<file path="src/rtl/ld16_seq_if.sv">
// Memory read port and register-file port of the 16-bit load sequencer.
// Handshake: mem_re is a request held until mem_rdy; a byte transfers in a cycle where both are high.
interface ld16_seq_if;
  logic [15:0] mem_addr;
  logic        mem_re;
  logic        mem_rdy;
  logic [7:0]  mem_data;
  logic [15:0] regfile_data_out;
  logic [4:0]  regfile_rn_out;
  logic [4:0]  regfile_rn_in;
  logic [7:0]  regfile_data_in;
  logic        regfile_we;
  logic        regfile_change16;
  logic        regfile_inc;

  modport master (
    output mem_addr, mem_re, regfile_rn_out, regfile_rn_in, regfile_data_in,
           regfile_we, regfile_change16, regfile_inc,
    input  mem_rdy, mem_data, regfile_data_out
  );

  modport slave (
    input  mem_addr, mem_re, regfile_rn_out, regfile_rn_in, regfile_data_in,
           regfile_we, regfile_change16, regfile_inc,
    output mem_rdy, mem_data, regfile_data_out
  );
endinterface

</file>
<file path="src/rtl/ld16_seq.sv">
// Loads a 16-bit register from memory through PC or SP, low byte first, advancing the pointer by 2.
// Optional read timeout compiled in with LD16_TIMEOUT_EN.
module ld16_seq (
  input  logic       clock,
  input  logic       reset,
  input  logic       start,
  input  logic       mode,
  input  logic [2:0] dest,
  output logic       busy,
  output logic       done,
  output logic       err,
  output logic [2:0] fsm_state,
  ld16_seq_if.master bus
);
  typedef enum logic [2:0] {
    IDLE   = 3'd0,
    RD_LO  = 3'd1,
    WR_LO  = 3'd2,
    INC_LO = 3'd3,
    RD_HI  = 3'd4,
    WR_HI  = 3'd5,
    INC_HI = 3'd6,
    DONE   = 3'd7
  } state_t;

  state_t      state, state_nx;
  logic        mode_q;
  logic [1:0]  dest_q;
  logic [7:0]  data_q;
  logic [2:0]  ptr_in, ptr_q;
  logic        start_legal, in_read, timeout;
  logic        mem_re_c, we_c, change16_c;
  logic [15:0] mem_addr_c;
  logic [4:0]  rn_in_c;
  logic [7:0]  data_in_c;

  assign ptr_in      = mode ? 3'd3 : 3'd4;
  assign ptr_q       = mode_q ? 3'd3 : 3'd4;
  assign start_legal = (dest <= 3'd3) && (dest != ptr_in);
  assign in_read     = (state == RD_LO) || (state == RD_HI);

`ifdef LD16_TIMEOUT_EN
  logic [3:0] wait_cnt;

  // Counts idle read cycles; leaving a read state clears it, so each read starts from zero.
  always_ff @(posedge clock) begin
    if (reset || !in_read) wait_cnt <= 4'd0;
    else if (!bus.mem_rdy) wait_cnt <= wait_cnt + 4'd1;
  end

  assign timeout = in_read && !bus.mem_rdy && (wait_cnt == 4'hF);
`else
  assign timeout = 1'b0;
`endif

  always_ff @(posedge clock) begin
    if (reset) begin
      state  <= IDLE;
      mode_q <= 1'b0;
      dest_q <= 2'd0;
      data_q <= 8'h00;
    end else begin
      state <= state_nx;
      if (state == IDLE && start && start_legal) begin
        mode_q <= mode;
        dest_q <= dest[1:0];
      end
      if (mem_re_c && bus.mem_rdy) data_q <= bus.mem_data;
    end
  end

  always_comb begin
    state_nx   = state;
    mem_re_c   = 1'b0;
    mem_addr_c = 16'h0000;
    we_c       = 1'b0;
    change16_c = 1'b0;
    rn_in_c    = 5'd0;
    data_in_c  = 8'h00;
    done       = 1'b0;
    err        = 1'b0;
    case (state)
      IDLE: begin
        if (start) begin
          if (start_legal) state_nx = RD_LO;
          else             err      = 1'b1;
        end
      end
      RD_LO, RD_HI: begin
        mem_re_c   = 1'b1;
        mem_addr_c = bus.regfile_data_out;
        if (bus.mem_rdy) begin
          state_nx = (state == RD_LO) ? WR_LO : WR_HI;
        end else if (timeout) begin
          err      = 1'b1;
          state_nx = IDLE;
        end
      end
      WR_LO, WR_HI: begin
        we_c      = 1'b1;
        rn_in_c   = {1'b0, (state == WR_HI), 1'b0, dest_q};
        data_in_c = data_q;
        state_nx  = (state == WR_LO) ? INC_LO : INC_HI;
      end
      INC_LO, INC_HI: begin
        we_c       = 1'b1;
        change16_c = 1'b1;
        rn_in_c    = {2'b10, ptr_q};
        state_nx   = (state == INC_LO) ? RD_HI : DONE;
      end
      DONE: begin
        done     = 1'b1;
        state_nx = IDLE;
      end
      default: state_nx = IDLE;
    endcase
  end

  // Writes are masked while reset is high so an abort never commits the in-flight write.
  assign bus.regfile_we       = we_c & ~reset;
  assign bus.regfile_change16 = change16_c & ~reset;
  assign bus.regfile_rn_in    = rn_in_c;
  assign bus.regfile_data_in  = data_in_c;
  assign bus.regfile_inc      = 1'b1;
  assign bus.regfile_rn_out   = {2'b10, ptr_q};
  assign bus.mem_re           = mem_re_c;
  assign bus.mem_addr         = mem_addr_c;
  assign busy                 = (state != IDLE);
  assign fsm_state            = state;
endmodule

</file>
<file path="src/flat_wrapper.sv">
// flat-port wrapper written by rule: the top's interface ports become plain ports
module ld16_seq_flat 
  (clock, reset, start, mode, dest, busy, done, err, fsm_state, bus_mem_addr, bus_mem_re, bus_regfile_rn_out, bus_regfile_rn_in, bus_regfile_data_in, bus_regfile_we, bus_regfile_change16, bus_regfile_inc, bus_mem_rdy, bus_mem_data, bus_regfile_data_out);
  ld16_seq_if bus_i ();
  input  logic clock;
  input  logic reset;
  input  logic start;
  input  logic mode;
  input  logic [2:0] dest;
  output logic busy;
  output logic done;
  output logic err;
  output logic [2:0] fsm_state;
  output wire logic [$bits(bus_i.mem_addr)-1:0] bus_mem_addr;
  output wire logic [$bits(bus_i.mem_re)-1:0] bus_mem_re;
  output wire logic [$bits(bus_i.regfile_rn_out)-1:0] bus_regfile_rn_out;
  output wire logic [$bits(bus_i.regfile_rn_in)-1:0] bus_regfile_rn_in;
  output wire logic [$bits(bus_i.regfile_data_in)-1:0] bus_regfile_data_in;
  output wire logic [$bits(bus_i.regfile_we)-1:0] bus_regfile_we;
  output wire logic [$bits(bus_i.regfile_change16)-1:0] bus_regfile_change16;
  output wire logic [$bits(bus_i.regfile_inc)-1:0] bus_regfile_inc;
  input wire logic [$bits(bus_i.mem_rdy)-1:0] bus_mem_rdy;
  input wire logic [$bits(bus_i.mem_data)-1:0] bus_mem_data;
  input wire logic [$bits(bus_i.regfile_data_out)-1:0] bus_regfile_data_out;
  assign bus_mem_addr = bus_i.mem_addr;
  assign bus_mem_re = bus_i.mem_re;
  assign bus_regfile_rn_out = bus_i.regfile_rn_out;
  assign bus_regfile_rn_in = bus_i.regfile_rn_in;
  assign bus_regfile_data_in = bus_i.regfile_data_in;
  assign bus_regfile_we = bus_i.regfile_we;
  assign bus_regfile_change16 = bus_i.regfile_change16;
  assign bus_regfile_inc = bus_i.regfile_inc;
  assign bus_i.mem_rdy = bus_mem_rdy;
  assign bus_i.mem_data = bus_mem_data;
  assign bus_i.regfile_data_out = bus_regfile_data_out;
  ld16_seq u_core (.clock(clock), .reset(reset), .start(start), .mode(mode), .dest(dest), .busy(busy), .done(done), .err(err), .fsm_state(fsm_state), .bus(bus_i));
endmodule
</file>
<file path="config.mk">
export PLATFORM = sky130hd
export DESIGN_NAME = ld16_seq_flat
export DESIGN_NICKNAME = d
export VERILOG_FILES = /design/src/rtl/ld16_seq_if.sv /design/src/rtl/ld16_seq.sv /design/src/flat_wrapper.sv
export SDC_FILE = /design/constraint.sdc
export NUM_CORES = 1
export LEC_CHECK = 0
export ABC_AREA = 0
export CORE_MARGIN = 4
export CORE_UTILIZATION = 38
export CTS_BUF_LIST = sky130_fd_sc_hd__clkbuf_4
export DETAILED_ROUTE_END_ITERATION = 8
export PLACE_DENSITY = 0.94
export SETUP_SLACK_MARGIN = 0.5
export SYNTH_ARGS = -nofsm -noshare
export SYNTH_HDL_FRONTEND = slang
export SYNTH_SLANG_ARGS = --single-unit
</file>
<file path="constraint.sdc">
create_clock -name clock -period 2.2 [get_ports clock]
set_clock_uncertainty 0.05 [all_clocks]
set_input_delay 0.66 -clock clock [delete_from_list [all_inputs] [get_ports clock]]
set_output_delay 0.66 -clock clock [all_outputs]
set_load 0.01 [all_outputs]
</file>
==> results of run 1 <==
[cell type report]
cell class | instances | share of cell area (%)
clock buffer | 3 | 0.986
inverter | 10 | 1.86
multi-input combinational | 89 | 35.5
sequential | 14 | 12.9
tap | 30 | 1.64
timing repair buffer | 109 | 47.1
[cell usage in the layout (no fill, tap or decap), types with 2 or more instances in the layout]
| master | n |
|---|---|
| buf_6 | 45 |
| and3_4 | 18 |
| buf_4 | 18 |
| nand2b_1 | 17 |
| clkdlybuf4s50_1 | 15 |
| dlygate4sd2_1 | 14 |
| dfxtp_1 | 10 |
| buf_2 | 9 |
| mux2i_1 | 8 |
| inv_1 | 7 |
| nand2_1 | 5 |
| nor2b_4 | 4 |
| nor2b_2 | 4 |
| dfxtp_4 | 4 |
| nor2_1 | 3 |
| a31oi_1 | 3 |
| a311oi_1 | 3 |
| conb_1 | 3 |
| clkbuf_4 | 3 |
| buf_12 | 3 |
| inv_4 | 2 |
| nor2_2 | 2 |
| a21oi_4 | 2 |
| o22ai_4 | 2 |
| a21oi_1 | 2 |
| dlymetal6s2s_1 | 2 |
| clkdlybuf4s15_1 | 2 |
[logic make-up (layout without fill, tap and decap cells)]
| logic type | count (synthesis) | count (layout) | synth area share, % |
|---|---|---|---|
| xor gates and xnor gates | 3 | 3 | 4.40 |
| and+or+nand+nor | 60 | 60 | 35.7 |
| AOI/OAI and AO/OA | 14 | 14 | 8.79 |
| muxes | 9 | 9 | 8.91 |
| DFF | 14 | 14 | 27.4 |
| buffers and inverters | 25 | 122 | 14.2 |
| other | 2 | 3 | 0.733 |
[flip-flops by register name, summed over array words and instances, names as in the netlist]
name and flops:
u_core.data_q 8, u_core.fsm_state 3, u_core.dest_q 2, u_core.mode_q 1
[per-layer routing]
layer / wire length (um) / GRT usage, %
met1: 1740 / 24.5
met2: 2690 / 48.9
met4: 147 / 6.65
met5: 0 / 0
met3: 465 / 5.18
[per-stage QoR]
step	cells	utilization, %	area (um2)	setup TNS, ps	worst slack, ps
finish	255	90.6	2280	-255	-74.4
global route	255	90.6	2280	-934	-130
CTS	250	85.8	2160	0	28.1
detailed placement	228	76.4	1930	-6430	-480
global placement	228	76.4	1930	-6150	-439
floorplan	128	-	1180	0	369
[what timing repair did]
item	CTS	global route
gates cloned	1	0
gates resized for setup	228	23
setup endpoints to repair	45	43
pin swaps	20	12
buffers inserted	18	5
[cells in the mapped netlist]
master     n  area (um2)
a311oi_1   3        26.3
o22ai_1    2        12.5
and3_2     4        30.0
buf_12     1        20.0
clkbuf_1   5        18.8
buf_6      1        11.3
and3_4     1        11.3
nand2b_1  17         106
xor2_1     1        8.76
dfxtp_1   14         280
buf_2      1        5.00
nand2_1    6        22.5
conb_1     2        7.51
nor3_1     1        5.00
a31oi_1    3        18.8
a21oi_1    5        25.0
xor2_4     1        27.5
inv_1     10        37.5
buf_4      7        52.6
mux2i_1    8        80.1
nor3_4     1        16.3
xnor2_1    1        8.76
nor2b_1    9        56.3
and3_1    13        81.3
and3b_1    1        8.76
nand3_1    1        5.00
mux2_2     1        11.3
o211ai_1   1        7.51
nor2_1     6        22.5
[worst paths after layout]
path                             from                      to  slack, ps
setup / recovery  u_core.fsm_state[2]  bus_regfile_data_in[4]        -70
setup reg to reg  u_core.fsm_state[2]        u_core.data_q[0]        510
hold reg to reg      u_core.data_q[3]        u_core.data_q[3]        460
hold / removal       u_core.data_q[3]        u_core.data_q[3]        460
[worst max-delay path, stage by stage, from the launching register on]
cell and delay (ps):
dfxtp_4 420, and3b_2 250, a21oi_4 50, buf_12 140, buf_4 140, nor2b_2 130, buf_2 150
[report_power, final]
part	switching, mW	internal, mW
clock	0.0917	0.0635
combinational	0.223	0.314
sequential	0.0225	0.271
total	0.337	0.649
==> flow_results.xml, run 1 <==
<?xml version="1.0" encoding="UTF-8"?>
<metrics>
  <group name="clock_tree">
    <metric name="cts.root.buffer_cell" unit="">clkbuf_4</metric>
    <metric name="htree_levels" unit="">1</metric>
    <metric name="cts_hold_buf" unit="">0</metric>
    <metric name="cts_sinks" unit="">14</metric>
    <metric name="cts_bufs_inserted" unit="">3</metric>
    <metric name="tritoncts" unit="">done</metric>
    <metric name="path_clk_slew" unit="ps">100</metric>
    <metric name="clock_latency" unit="ps">280</metric>
    <metric name="cts.path.max_buffers" unit="">2</metric>
  </group>
  <group name="logic_synthesis">
    <metric name="yosysUniqueCellTypes" unit="">29</metric>
    <metric name="post_syn_instances" unit="">127</metric>
    <metric name="yosysSeqAreaShare" unit="%">27.4</metric>
    <metric name="syn_avg_cell_area" unit="um2">8.07</metric>
    <metric name="ys_seq_elements" unit="">14</metric>
    <metric name="ys_warn_count" unit="">0</metric>
    <metric name="post_synth_instance_area" unit="um2">1020</metric>
  </group>
  <group name="route">
    <metric name="drtAntennaViolNets" unit="">0</metric>
    <metric name="post_route_drc_violation_count" unit="">0</metric>
    <metric name="drt_pre_antenna_iters" unit="">4</metric>
    <metric name="avgRoutedWirePerCell" unit="um">19.8</metric>
    <metric name="via_per_inst" unit="">5.41</metric>
    <metric name="initialDrtViolationCount" unit="">52</metric>
    <metric name="num_vias" unit="">1379</metric>
    <metric name="final_wirelength" unit="mm">5.04</metric>
  </group>
  <group name="placed_design">
    <metric name="io_buffer_count" unit="">72</metric>
    <metric name="place_congestion" unit="">0.696</metric>
    <metric name="place.detailed.hpwl" unit="mm">2.71</metric>
  </group>
  <group name="global_route">
    <metric name="gr-usage-all-layers" unit="%">24.4</metric>
    <metric name="grt_start_max_net_pins" unit="">23</metric>
    <metric name="grt_pass1_wl" unit="mm">6.56</metric>
    <metric name="via_count_of_the_first_global_routing_pass" unit="">1387</metric>
    <metric name="grt_antenna_before_repair" unit="">0</metric>
    <metric name="total_global_routing_overflow" unit="">0</metric>
  </group>
  <group name="final_layout">
    <metric name="antenna_cells_inserted" unit="">0</metric>
    <metric name="synthesis_to_layout_area_growth" unit="%">123</metric>
    <metric name="drive_gt1_share" unit="%">56.4</metric>
    <metric name="num-nets-final" unit="">259</metric>
    <metric name="total_area_of_multi_input_combinational_cells" unit="um2">811</metric>
    <metric name="layout.filler_cells" unit="">109</metric>
    <metric name="sequential_cell_area" unit="um2">295</metric>
  </group>
  <group name="power">
    <metric name="post-layout-total-power" unit="mW">0.986</metric>
    <metric name="power.static_leakage" unit="nW">1.03</metric>
    <metric name="largest_voltage_drop_on_the_vdd_net" unit="mV">0.429</metric>
    <metric name="pwr_density_cell" unit="nW/um2">432</metric>
  </group>
  <group name="setup_path">
    <metric name="crit_path_max_fanout" unit="">7</metric>
    <metric name="worstSetupEndpointType" unit="">primary output</metric>
    <metric name="worst-endpoint-arrival" unit="ps">1560</metric>
    <metric name="setup.worst_path.start_class" unit="">flop</metric>
    <metric name="timing.critical_path.required" unit="ps">1490</metric>
    <metric name="path_class" unit="">reg -&gt; out</metric>
    <metric name="worstRegToRegCells" unit="">6</metric>
  </group>
  <group name="timing">
    <metric name="final.hold.worst_slack" unit="ps">457</metric>
    <metric name="drv_slew" unit="">0</metric>
    <metric name="timing.final.crit_period" unit="ps">2270</metric>
    <metric name="post-route-worst-setup-slack" unit="ps">-74.4</metric>
    <metric name="finalHoldViolations" unit="">0</metric>
    <metric name="timing.fmax" unit="MHz">440</metric>
    <metric name="setup_viol" unit="">8</metric>
    <metric name="rsz_0062_raised_after_global_routing" unit="">yes</metric>
    <metric name="fin_crit_sh" unit="%">103</metric>
  </group>
  <group name="outcome">
    <metric name="run_status" unit="">finished, violations left</metric>
    <metric name="violations" unit="">negative setup slack</metric>
  </group>
  <group name="die">
    <metric name="die_area" unit="um2">3590</metric>
    <metric name="floorplan.core_area" unit="um2">2520</metric>
    <metric name="number_of_i_o_pins" unit="">76</metric>
    <metric name="initial_core_util" unit="%">40.6</metric>
    <metric name="fp.dieH" unit="um">59.9</metric>
    <metric name="dieWidth" unit="um">59.9</metric>
    <metric name="placement_rows" unit="">18</metric>
  </group>
  <group name="min_path">
    <metric name="hold_path_depth" unit="">2</metric>
    <metric name="hold_path_class" unit="">reg -&gt; reg</metric>
  </group>
  <group name="job">
    <metric name="drv_cap" unit="">0</metric>
  </group>
</metrics>
No activity file was read; power rests on OpenSTA's default activity.
==> inputs of run 2 (changes only) <==
--- a/config.mk
+++ b/config.mk
@@ -10,6 +10,7 @@
 export CORE_UTILIZATION = 38
 export CTS_BUF_LIST = sky130_fd_sc_hd__clkbuf_4
 export DETAILED_ROUTE_END_ITERATION = 8
+export GPL_TIMING_DRIVEN = 0
 export PLACE_DENSITY = 0.94
 export SETUP_SLACK_MARGIN = 0.5
 export SYNTH_ARGS = -nofsm -noshare
==> flow_results.xml, run 2 <==
<?xml version="1.0" encoding="UTF-8"?>
<metrics>
  <group name="outcome">
    <metric name="run_status" unit="">did not finish</metric>
    <metric name="outcome.stop_stage" unit="">global routing (5_1_grt)</metric>
    <metric name="first_error_line_in_the_log" unit="">[ERROR DPL-0038] Utilization greater than 100%, impossible to legalize</metric>
  </group>
  <group name="logic_synthesis">
    <metric name="async_flop_share" unit="%">0</metric>
    <metric name="yosysUniqueCellTypes" unit="">29</metric>
    <metric name="ys_top_cells_by_count" unit="">17 x nand2b_1, 14 x dfxtp_1, 13 x and3_1, 10 x inv_1, 9 x nor2b_1</metric>
    <metric name="yosysSeqAreaShare" unit="%">27.4</metric>
    <metric name="synth_top_area_cell" unit="">dfxtp_1</metric>
    <metric name="post_synth_main_area_contributors" unit="">dfxtp_1 27%, nand2b_1 10%, and3_1 7.9%</metric>
    <metric name="post_syn_instances" unit="">127</metric>
    <metric name="syn_avg_cell_area" unit="um2">8.07</metric>
    <metric name="ys_warn_count" unit="">0</metric>
    <metric name="synth_largest_type_area_fraction" unit="%">27.4</metric>
    <metric name="number_of_enable_flip_flop_cells_after_synthesis" unit="">0</metric>
    <metric name="ys_dominant_reg_cell" unit="">dfxtp_1</metric>
    <metric name="most_repeated_cell_in_the_gate_level_netlist_after_synthesis" unit="">nand2b_1</metric>
    <metric name="post_synth_instance_area" unit="um2">1020</metric>
    <metric name="ys_seq_elements" unit="">14</metric>
  </group>
  <group name="die">
    <metric name="placement_rows" unit="">18</metric>
    <metric name="number_of_i_o_pins" unit="">76</metric>
    <metric name="initial_core_util" unit="%">40.6</metric>
    <metric name="fp.dieH" unit="um">59.9</metric>
    <metric name="dieWidth" unit="um">59.9</metric>
  </group>
  <group name="clock_tree">
    <metric name="cts_sinks" unit="">14</metric>
    <metric name="cts.path.max_buffers" unit="">2</metric>
    <metric name="cts_bufs_inserted" unit="">3</metric>
    <metric name="cts.root.buffer_cell" unit="">clkbuf_4</metric>
    <metric name="htree_levels" unit="">1</metric>
  </group>
  <group name="placed_design">
    <metric name="place.detailed.hpwl" unit="mm">2.64</metric>
    <metric name="place_area" unit="um2">1940</metric>
    <metric name="detailedPlace.worstSlack" unit="ps">-547</metric>
    <metric name="io_buffer_count" unit="">72</metric>
    <metric name="place_congestion" unit="">0.758</metric>
  </group>
  <group name="timing">
    <metric name="worst-endpoint-pin-kind" unit="">top-level output</metric>
    <metric name="postGrtWorstEndpoint" unit="">bus_regfile_rn_in[0]</metric>
  </group>
  <group name="global_route">
    <metric name="grt_start_max_net_pins" unit="">11</metric>
  </group>
</metrics>
run 2: through the flow:
step / cells / hold slack, ps
after CTS: 268 / 438
after detailed placement: 230 / 418
after global placement: 230 / 404
after floorplan: 128 / 394
run 2: repair_timing:
action                                  in CTS
resized for setup                          232
gates cloned                                 2
setup buffers                               32
endpoints found under the setup margin      44
pin swaps                                    9
hold buffers                                 0
run 2: logic make-up after synthesis:
family,after synthesis,share of synthesized area [%]
other,2,0.733
buffers and inverters,25,14.2
xor gates and xnor gates,3,4.40
DFF,14,27.4
muxes,9,8.91
AOI/OAI and AO/OA,14,8.79
and+or+nand+nor,60,35.7
==> inputs of run 3 (changes only) <==
--- a/config.mk
+++ b/config.mk
@@ -7,12 +7,10 @@
 export LEC_CHECK = 0
 export ABC_AREA = 0
 export CORE_MARGIN = 4
-export CORE_UTILIZATION = 38
-export CTS_BUF_LIST = sky130_fd_sc_hd__clkbuf_4
+export CORE_UTILIZATION = 25
 export DETAILED_ROUTE_END_ITERATION = 8
 export GPL_TIMING_DRIVEN = 0
-export PLACE_DENSITY = 0.94
-export SETUP_SLACK_MARGIN = 0.5
+export PLACE_DENSITY_LB_ADDON = 0.15
 export SYNTH_ARGS = -nofsm -noshare
 export SYNTH_HDL_FRONTEND = slang
 export SYNTH_SLANG_ARGS = --single-unit
==> flow_results.xml, run 3 (synthesis gave the netlist of run 1 again) <==
<?xml version="1.0" encoding="UTF-8"?>
<metrics>
  <group name="outcome">
    <metric name="run_status" unit="">finished clean</metric>
  </group>
  <group name="route">
    <metric name="initialDrtViolationCount" unit="">22</metric>
    <metric name="via_per_inst" unit="">4.26</metric>
    <metric name="drt_pre_antenna_iters" unit="">4</metric>
    <metric name="num_vias" unit="">1164</metric>
    <metric name="avgRoutedWirePerCell" unit="um">12.4</metric>
    <metric name="drtAntennaViolNets" unit="">0</metric>
    <metric name="post_route_drc_violation_count" unit="">0</metric>
    <metric name="final_wirelength" unit="mm">3.37</metric>
  </group>
  <group name="setup_path">
    <metric name="reg2reg_slack" unit="ps">620</metric>
    <metric name="timing.critical_path.required" unit="ps">1490</metric>
    <metric name="setup.worst_path.start_class" unit="">flop</metric>
    <metric name="worst-endpoint-arrival" unit="ps">1440</metric>
    <metric name="path_class" unit="">reg -&gt; out</metric>
    <metric name="worstReg2RegStart" unit="">u_core.fsm_state[0]</metric>
    <metric name="worstSetupEndpointType" unit="">primary output</metric>
    <metric name="worst_r2r_endpoint" unit="">u_core.dest_q[0]</metric>
    <metric name="worstRegToRegCells" unit="">8</metric>
    <metric name="crit_path_max_fanout" unit="">5</metric>
  </group>
  <group name="clock_tree">
    <metric name="clock_latency" unit="ps">250</metric>
    <metric name="cts_sinks" unit="">14</metric>
    <metric name="cts_bufs_inserted" unit="">3</metric>
    <metric name="htree_levels" unit="">1</metric>
    <metric name="path_clk_slew" unit="ps">60</metric>
    <metric name="cts_hold_buf" unit="">0</metric>
    <metric name="cts.path.max_buffers" unit="">2</metric>
    <metric name="cts.root.buffer_cell" unit="">clkbuf_8</metric>
    <metric name="tritoncts" unit="">done</metric>
  </group>
  <group name="final_layout">
    <metric name="largest-register" unit="">u_core.data_q</metric>
    <metric name="layout.filler_cells" unit="">385</metric>
    <metric name="total_area_of_multi_input_combinational_cells" unit="um2">637</metric>
    <metric name="num-nets-final" unit="">256</metric>
    <metric name="synthesis_to_layout_area_growth" unit="%">90.5</metric>
    <metric name="number_of_flip_flops_under_the_largest_register_name" unit="">8</metric>
    <metric name="final_cell_mix" unit="">33 x clkdlybuf4s50_1, 26 x buf_2, 20 x buf_4</metric>
    <metric name="drive_gt1_share" unit="%">36.8</metric>
    <metric name="layout_commonest_cell" unit="">clkdlybuf4s50_1</metric>
    <metric name="sequential_cell_area" unit="um2">289</metric>
    <metric name="antenna_cells_inserted" unit="">0</metric>
    <metric name="utilization" unit="%">49.1</metric>
  </group>
  <group name="placed_design">
    <metric name="place.detailed.hpwl" unit="mm">2.44</metric>
    <metric name="place_congestion" unit="">0.719</metric>
    <metric name="io_buffer_count" unit="">72</metric>
    <metric name="detailedPlace.worstSlack" unit="ps">-711</metric>
  </group>
  <group name="global_route">
    <metric name="total_global_routing_overflow" unit="">0</metric>
    <metric name="gr-usage-all-layers" unit="%">12.8</metric>
    <metric name="grt_pass1_wl" unit="mm">5.34</metric>
    <metric name="via_count_of_the_first_global_routing_pass" unit="">1163</metric>
    <metric name="grt_antenna_before_repair" unit="">0</metric>
    <metric name="grt_start_max_net_pins" unit="">16</metric>
  </group>
  <group name="die">
    <metric name="floorplan.core_area" unit="um2">3970</metric>
    <metric name="placement_rows" unit="">23</metric>
    <metric name="initial_core_util" unit="%">25.8</metric>
    <metric name="die_area" unit="um2">5190</metric>
    <metric name="number_of_i_o_pins" unit="">76</metric>
    <metric name="dieWidth" unit="um">72.0</metric>
    <metric name="fp.dieH" unit="um">72.0</metric>
  </group>
  <group name="min_path">
    <metric name="hold_path_class" unit="">reg -&gt; reg</metric>
    <metric name="hold_path_depth" unit="">2</metric>
    <metric name="worstHoldStart" unit="">u_core.data_q[0]</metric>
    <metric name="timing.hold.worst_endpoint" unit="">u_core.data_q[0]</metric>
  </group>
  <group name="timing">
    <metric name="timing.fmax" unit="MHz">465</metric>
    <metric name="fin_crit_sh" unit="%">97.8</metric>
    <metric name="rsz_0062_raised_after_global_routing" unit="">yes</metric>
    <metric name="drv_slew" unit="">0</metric>
    <metric name="finalHoldViolations" unit="">0</metric>
    <metric name="timing.final.crit_period" unit="ps">2150</metric>
    <metric name="setup_viol" unit="">0</metric>
    <metric name="setup_tns" unit="ps">0</metric>
    <metric name="post-route-worst-setup-slack" unit="ps">48.3</metric>
  </group>
  <group name="job">
    <metric name="drv_cap" unit="">0</metric>
  </group>
  <group name="power">
    <metric name="pwr_density_cell" unit="nW/um2">494</metric>
    <metric name="largest_voltage_drop_on_the_vdd_net" unit="mV">0.391</metric>
    <metric name="power.static_leakage" unit="nW">0.981</metric>
  </group>
</metrics>
-- run 3: worst max path at each step --
stage	depth (start not counted)	endpoint	from
after floorplan	5	bus_regfile_we	u_core.fsm_state[2]
after global placement	4	bus_regfile_change16	reset
after detailed placement	4	bus_regfile_change16	reset
after CTS	8	err	u_core.fsm_state[2]
after global routing	7	err	u_core.fsm_state[0]
final	7	err	u_core.fsm_state[0]
-- run 3: layer usage --
| layer | global-route usage (%) | share of wire, % | vias up |
|---|---|---|---|
| met2 | 23.4 | 51 | 33 |
| met3 | 4.02 | 5.3 | 8 |
| met4 | 3.97 | 1.9 | 0 |
| li1 | - | - | 601 |
| met5 | 0 | 0 | - |
| met1 | 14.2 | 42 | 522 |
-- run 3: worst max-delay path, cell delays in order, from the launching register on --
cell     delay (ps)
dfxtp_4         370
buf_6           130
nor3_4          190
buf_4           140
buf_6            90
nand2_2          50
a21oi_2          90
buf_2           130
-- run 3: power by group --
part | total [mW] | internal [mW] | switching [mW]
logic | 0.422 | 0.251 | 0.171
clock network | 0.254 | 0.159 | 0.0957
registers | 0.288 | 0.272 | 0.0159
total | 0.964 | 0.681 | 0.283
-- run 3: layout make-up --
type                            count  share of cell area, %
Clock buffer                        4                   2.82
Inverter                           10                   1.92
Sequential cell                    14                   14.8
Buffer                             11                   4.87
Timing Repair Buffer               95                   39.7
Tap cell                           50                   3.21
Multi-Input combinational cell     89                   32.6
-- run 3: stage by stage --
step                instances  power, mW  hold WS, ps  cell area, um2
global route              273       1.03          434            1950
CTS                       272      0.976          421            1980
floorplan                 128      0.472          394            1030
detailed placement        250      0.655          411            1810
global placement          250      0.651          405            1810
finish                    273      0.964          415            1950
-- run 3: timing repair --
| item | 4_1_cts | 5_1_grt |
|---|---|---|
| gates cloned | 1 | 0 |
| pin swaps | 6 | 2 |
| gates resized for setup | 147 | 7 |
| hold endpoints to repair | 0 | 0 |
| endpoints found under the setup margin | 35 | 26 |
| setup buffers | 18 | 4 |
==> inputs of run 4 (changes only) <==
--- a/config.mk
+++ b/config.mk
@@ -11,6 +11,7 @@
 export DETAILED_ROUTE_END_ITERATION = 8
 export GPL_TIMING_DRIVEN = 0
 export PLACE_DENSITY_LB_ADDON = 0.15
+export SLEW_MARGIN = 40
 export SYNTH_ARGS = -nofsm -noshare
 export SYNTH_HDL_FRONTEND = slang
 export SYNTH_SLANG_ARGS = --single-unit
==> results of run 4 <==
No change in the layout: final DEF, timing and power equal those of run 3.
